==> src/rtl/sat_accum_seq.sv <==
// Multi-cycle saturating accumulation sequencer: start command, streamed samples, flagged result.
// Optional SAT_ACCUM_ABORT_EN adds an abort input that ends ACCUM early with the current result.
module sat_accum_seq #(
  parameter int unsigned CNT_W    = 8,
  parameter logic [15:0] INIT_VAL = 16'h0000
) (
  input  logic             clk,
  input  logic             rst_n,
`ifdef SAT_ACCUM_ABORT_EN
  input  logic             abort,
`endif
  input  logic             start,
  input  logic             sub,
  input  logic [CNT_W-1:0] count,
  input  logic [15:0]      in_data,
  input  logic             in_valid,
  output logic             in_ready,
  output logic [15:0]      out_data,
  output logic [2:0]       out_flags,
  output logic             out_valid,
  input  logic             out_ready,
  output logic             busy
);

  localparam int unsigned DATA_W = 16;

  typedef enum logic [1:0] {IDLE, ACCUM, DONE} state_e;

  state_e              state_q, state_d;
  logic [DATA_W-1:0]   acc_q, acc_d;
  logic [CNT_W-1:0]    rem_q, rem_d;
  logic                sub_q, sub_d;
  logic                v_q, v_d;
  logic [DATA_W-1:0]   out_data_q, out_data_d;
  logic [2:0]          out_flags_q, out_flags_d;
  logic                out_valid_q, out_valid_d;
  logic                in_ready_q, in_ready_d;
  logic                busy_q, busy_d;

  logic                xfer;
  logic                abort_act;
  logic [DATA_W-1:0]   opb;
  logic [DATA_W:0]     sum_full;
  logic                c15;
  logic                ovf;
  logic [DATA_W-1:0]   sat_res;

`ifdef SAT_ACCUM_ABORT_EN
  assign abort_act = abort && (state_q == ACCUM);
`else
  assign abort_act = 1'b0;
`endif

  assign xfer = in_valid && in_ready_q;

  // Adder stage: A + (sub ? ~B + 1 : B), saturating on the sign of A
  always_comb begin
    opb      = sub_q ? ~in_data : in_data;
    sum_full = {1'b0, acc_q} + {1'b0, opb} + (DATA_W+1)'(sub_q);
    c15      = acc_q[15] ^ opb[15] ^ sum_full[15];
    ovf      = c15 ^ sum_full[16];
    sat_res  = ovf ? (acc_q[15] ? 16'h8000 : 16'h7FFF) : sum_full[DATA_W-1:0];
  end

  // State register
  always_ff @(posedge clk or negedge rst_n) begin
    if (!rst_n) state_q <= IDLE;
    else        state_q <= state_d;
  end

  // Next-state logic
  always_comb begin
    state_d = state_q;
    case (state_q)
      IDLE: begin
        if (start) state_d = (count == '0) ? DONE : ACCUM;
      end
      ACCUM: begin
        if (abort_act)                          state_d = DONE;
        else if (xfer && rem_q == CNT_W'(1))    state_d = DONE;
      end
      DONE: begin
        if (out_ready) state_d = IDLE;
      end
      default: state_d = IDLE;
    endcase
  end

  // Datapath and output next values
  always_comb begin
    acc_d       = acc_q;
    rem_d       = rem_q;
    sub_d       = sub_q;
    v_d         = v_q;
    out_data_d  = out_data_q;
    out_flags_d = out_flags_q;
    case (state_q)
      IDLE: begin
        if (start) begin
          acc_d = INIT_VAL;
          v_d   = 1'b0;
          sub_d = sub;
          rem_d = count;
        end
      end
      ACCUM: begin
        if (abort_act) begin
          rem_d = '0;
        end else if (xfer) begin
          acc_d = sat_res;
          v_d   = v_q | ovf;
          rem_d = rem_q - CNT_W'(1);
        end
      end
      default: ;
    endcase
    // Result is captured once, on the way into DONE, and then held
    if (state_d == DONE && state_q != DONE) begin
      out_data_d  = acc_d;
      out_flags_d = {acc_d == '0, acc_d[15], v_d};
    end
    out_valid_d = (state_d == DONE);
    in_ready_d  = (state_d == ACCUM);
    busy_d      = (state_d != IDLE);
  end

  always_ff @(posedge clk or negedge rst_n) begin
    if (!rst_n) begin
      acc_q       <= INIT_VAL;
      rem_q       <= '0;
      sub_q       <= 1'b0;
      v_q         <= 1'b0;
      out_data_q  <= '0;
      out_flags_q <= '0;
      out_valid_q <= 1'b0;
      in_ready_q  <= 1'b0;
      busy_q      <= 1'b0;
    end else begin
      acc_q       <= acc_d;
      rem_q       <= rem_d;
      sub_q       <= sub_d;
      v_q         <= v_d;
      out_data_q  <= out_data_d;
      out_flags_q <= out_flags_d;
      out_valid_q <= out_valid_d;
      in_ready_q  <= in_ready_d;
      busy_q      <= busy_d;
    end
  end

  assign in_ready  = in_ready_q;
  assign out_data  = out_data_q;
  assign out_flags = out_flags_q;
  assign out_valid = out_valid_q;
  assign busy      = busy_q;

endmodule

==> config.mk <==
export PLATFORM = sky130hd
export DESIGN_NAME = sat_accum_seq
export DESIGN_NICKNAME = d
export VERILOG_FILES = /design/src/rtl/sat_accum_seq.sv
export SDC_FILE = /design/constraint.sdc
export NUM_CORES = 1
export LEC_CHECK = 0
export CELL_PAD_IN_SITES_DETAIL_PLACEMENT = 1
export CELL_PAD_IN_SITES_GLOBAL_PLACEMENT = 1
export CORE_MARGIN = 1
export CORE_UTILIZATION = 44
export DETAILED_ROUTE_END_ITERATION = 16
export DONT_BUFFER_PORTS = 1
export PLACE_DENSITY = 0.86
export SYNTH_ARGS = -nofsm -noshare
export SYNTH_HDL_FRONTEND = slang
export SYNTH_SLANG_ARGS = --single-unit
==> constraint.sdc <==
create_clock -name clk -period 3.6 [get_ports clk]
set_clock_uncertainty 0.05 [all_clocks]
set_input_delay 1.08 -clock clk [delete_from_list [all_inputs] [get_ports clk]]
set_output_delay 1.08 -clock clk [all_outputs]
set_load 0.005 [all_outputs]
==> reports/qor.yml <==
worst_setup_path:
  crit_fanout: 5
  crit_required_ns: 3.81
  startpoint_type: "input pin"
  cp_data_arrival_time_ns: 3.83
  r2r_start: "sub_q"
  crit_path_end_kind: "register"
  crit_type: "input pin to register"
  r2r_slack_ns: 0.06
  reg2reg_to: "out_flags[2]"
  worst_r2r_path_depth: 13
yosys:
  syn_inst: 356
  ys_ff_latch: 49
  yosysTopAreaCellShare_pct: 38.4
  postSynth.asyncResetShare_pct: 100
  synth_top_area_cell: "dfrtp_1"
  syn-cell-area_sq_um: 3190
  yosysUniqueCellTypes: 57
  ys_warn_count: 0
  yosysSeqAreaShare_pct: 38.4
  synth_edf_count: 0
  syn_avg_cell_area_sq_um: 8.96
  yosys_most_used_dff: "dfrtp_1"
  syn_nets: 405
  yosys-top-cells-area: "dfrtp_1 (38%), nand2_1 (7.6%), ha_1 (7.1%)"
global_routing:
  grt.total_usage_pct: 27.6
  grt_overflow_total: 0
  grt_pass1_wl_microns: 15900
  grt_max_degree: 50
  grt_pass1_vias: 3109
  antenna_found_initial: 0
sta:
  relSlewSlack_pct: 45.4
  setup_ws_ns: -0.0245
  rsz0062_at_grt: "true"
  final_hold_viol_count: 0
  fmax_mhz: 276
  fin_crit_ns: 3.62
  finalCritPeriodShare_pct: 101
  hold_ws_ns: 0.398
  worst_pin_slew_ns: 0.813
  maxSlewViolCount: 0
  setup-violations-final: 2
floorplan:
  core_sq_um: 6910
  ios: 52
  die_y_microns: 87.2
  die_x_microns: 87.2
  initial_utilization_pct: 46.2
  dieArea_sq_um: 7600
  rows: 30
detailed_routing:
  post_drt_wl_per_cell_microns: 22.3
  via_per_inst: 6.13
  drt_iter0_drc: 183
  ant_nets: 0
  drc: 0
  via_count: 2999
  postRouteWirelength_microns: 10900
  firstDrtPassIters: 5
placed_design:
  io_buffers: 0
  gp_congestion: 0.853
  place_area_sq_um: 3550
  hpwl_microns: 7430
cells_and_area:
  final_cell_mix: "nand2_1 (65), dfrtp_1 (48), buf_4 (42)"
  register_area_sq_um: 1230
  diodes: 0
  final_common_cell: "nand2_1"
  multi_input_area_sq_um: 1940
  n_fill_cell: 813
  drive_above_1_share_pct: 21.1
  final_area_sq_um: 3770
  fin_util_pct: 54.6
  nets: 441
  syn2layout_area_growth_pct: 18.2
clock_network:
  ctsHoldBuffers: 0
  htreeDepth: 2
  cts_sinks: 49
  clk_latency_ns: 0.32
  clock_path_buffers: 2
  clk_pin_slew_ns: 0.10
  clockRootBuffer: "clkbuf_8"
  tritoncts: "yes"
  numCtsBuffers: 5
run_status:
  violations: "negative setup slack"
  status: "finished with violations"
run:
  cap_violations: 0
min_path:
  hold_path_class: "input pin to async pin"
==> kinds of logic after synthesis <==
| kind of cell | share of synthesized area [%] |
|---|---|
| simple gates | 18.3 |
| compound gates | 22.3 |
| flops | 38.4 |
| xor+xnor | 7.69 |
| buf+inv | 3.33 |
| fa+ha+maj | 7.69 |
| mux | 2.24 |
==> per-stage QoR <==
stage | setup WS (ns) | setup TNS [ns] | instances
after floorplan | -0.0419 | -0.0419 | 356
after global placement | -0.270 | -2.03 | 479
after detailed placement | -0.537 | -7.28 | 479
after CTS | 0.0184 | 0 | 487
after global routing | -0.131 | -0.324 | 489
final | -0.0245 | -0.0449 | 489
==> what timing repair did <==
| item | 4_1_cts | 5_1_grt |
|---|---|---|
| endpoints found under the setup margin | 22 | 7 |
| pin swaps | 0 | 4 |
| gates resized for setup | 5 | 15 |
| buffers inserted | 0 | 2 |
==> area by class of cell <==
| cell class | instances | area share, % |
|---|---|---|
| clock buffers | 6 | 2.19 |
| clock inverters | 2 | 0.996 |
| inverters | 11 | 1.10 |
| multi-input cells | 283 | 51.5 |
| flip-flops and latches | 49 | 32.6 |
| well taps | 96 | 3.19 |
| repair buffers | 42 | 8.36 |
==> worst max-delay path, cell delays in order <==
cell and delay (ns):
mux2_4 0.30, fa_2 0.38, a211oi_4 0.28, o211ai_1 0.11, nor3b_4 0.18, o211ai_2 0.22, a211o_1 0.27, and3_4 0.27
o22ai_1 0.09, a22oi_1 0.40, mux2_2 0.24
==> cells in the mapped netlist, types with 7 or more instances <==
cell type / instances
nand2_1: 65
dfrtp_1: 49
a21oi_1: 29
nor2_1: 21
o21ai_0: 21
xor2_1: 20
ha_1: 18
inv_1: 11
clkbuf_1: 8
o211ai_1: 8
xnor2_1: 8
a221o_1: 7
nand3_1: 7
==> registers in the layout (all words and copies together) (netlist names) <==
name	count
acc_q	16
busy	1
in_ready	1
out_data	15
out_flags	3
out_valid	1
rem_q	8
state_q	2
sub_q	1
v_q	1
==> routing by layer <==
metal / track usage [%] / vias to the layer above / share of wire, % / wire, microns
li1: - / 1344 / - / -
met1: 35.8 / 1500 / 41 / 4490
met2: 46.1 / 116 / 48 / 5290
met3: 6.26 / 39 / 6.4 / 701
met4: 8.49 / 0 / 3.9 / 427
met5: 0 / - / 0 / 0
==> how the worst max path moves through the flow <==
stage           startpoint           end  slack (ns)  depth (start not counted)
2_1_floorplan   in_data[0]  out_flags[2]       -0.04                         13
3_3_place_gp    in_data[0]  out_flags[2]       -0.27                         12
3_5_place_dp    in_data[2]  out_flags[2]       -0.54                         13
4_1_cts        in_data[10]  out_flags[2]        0.02                         12
5_1_grt         in_data[3]  out_flags[2]       -0.13                         12
6_report        in_data[0]  out_data[13]       -0.02                         11
Power is not shown: default switching activity piles up to over one toggle a cycle in this logic, so the estimate is an artifact.
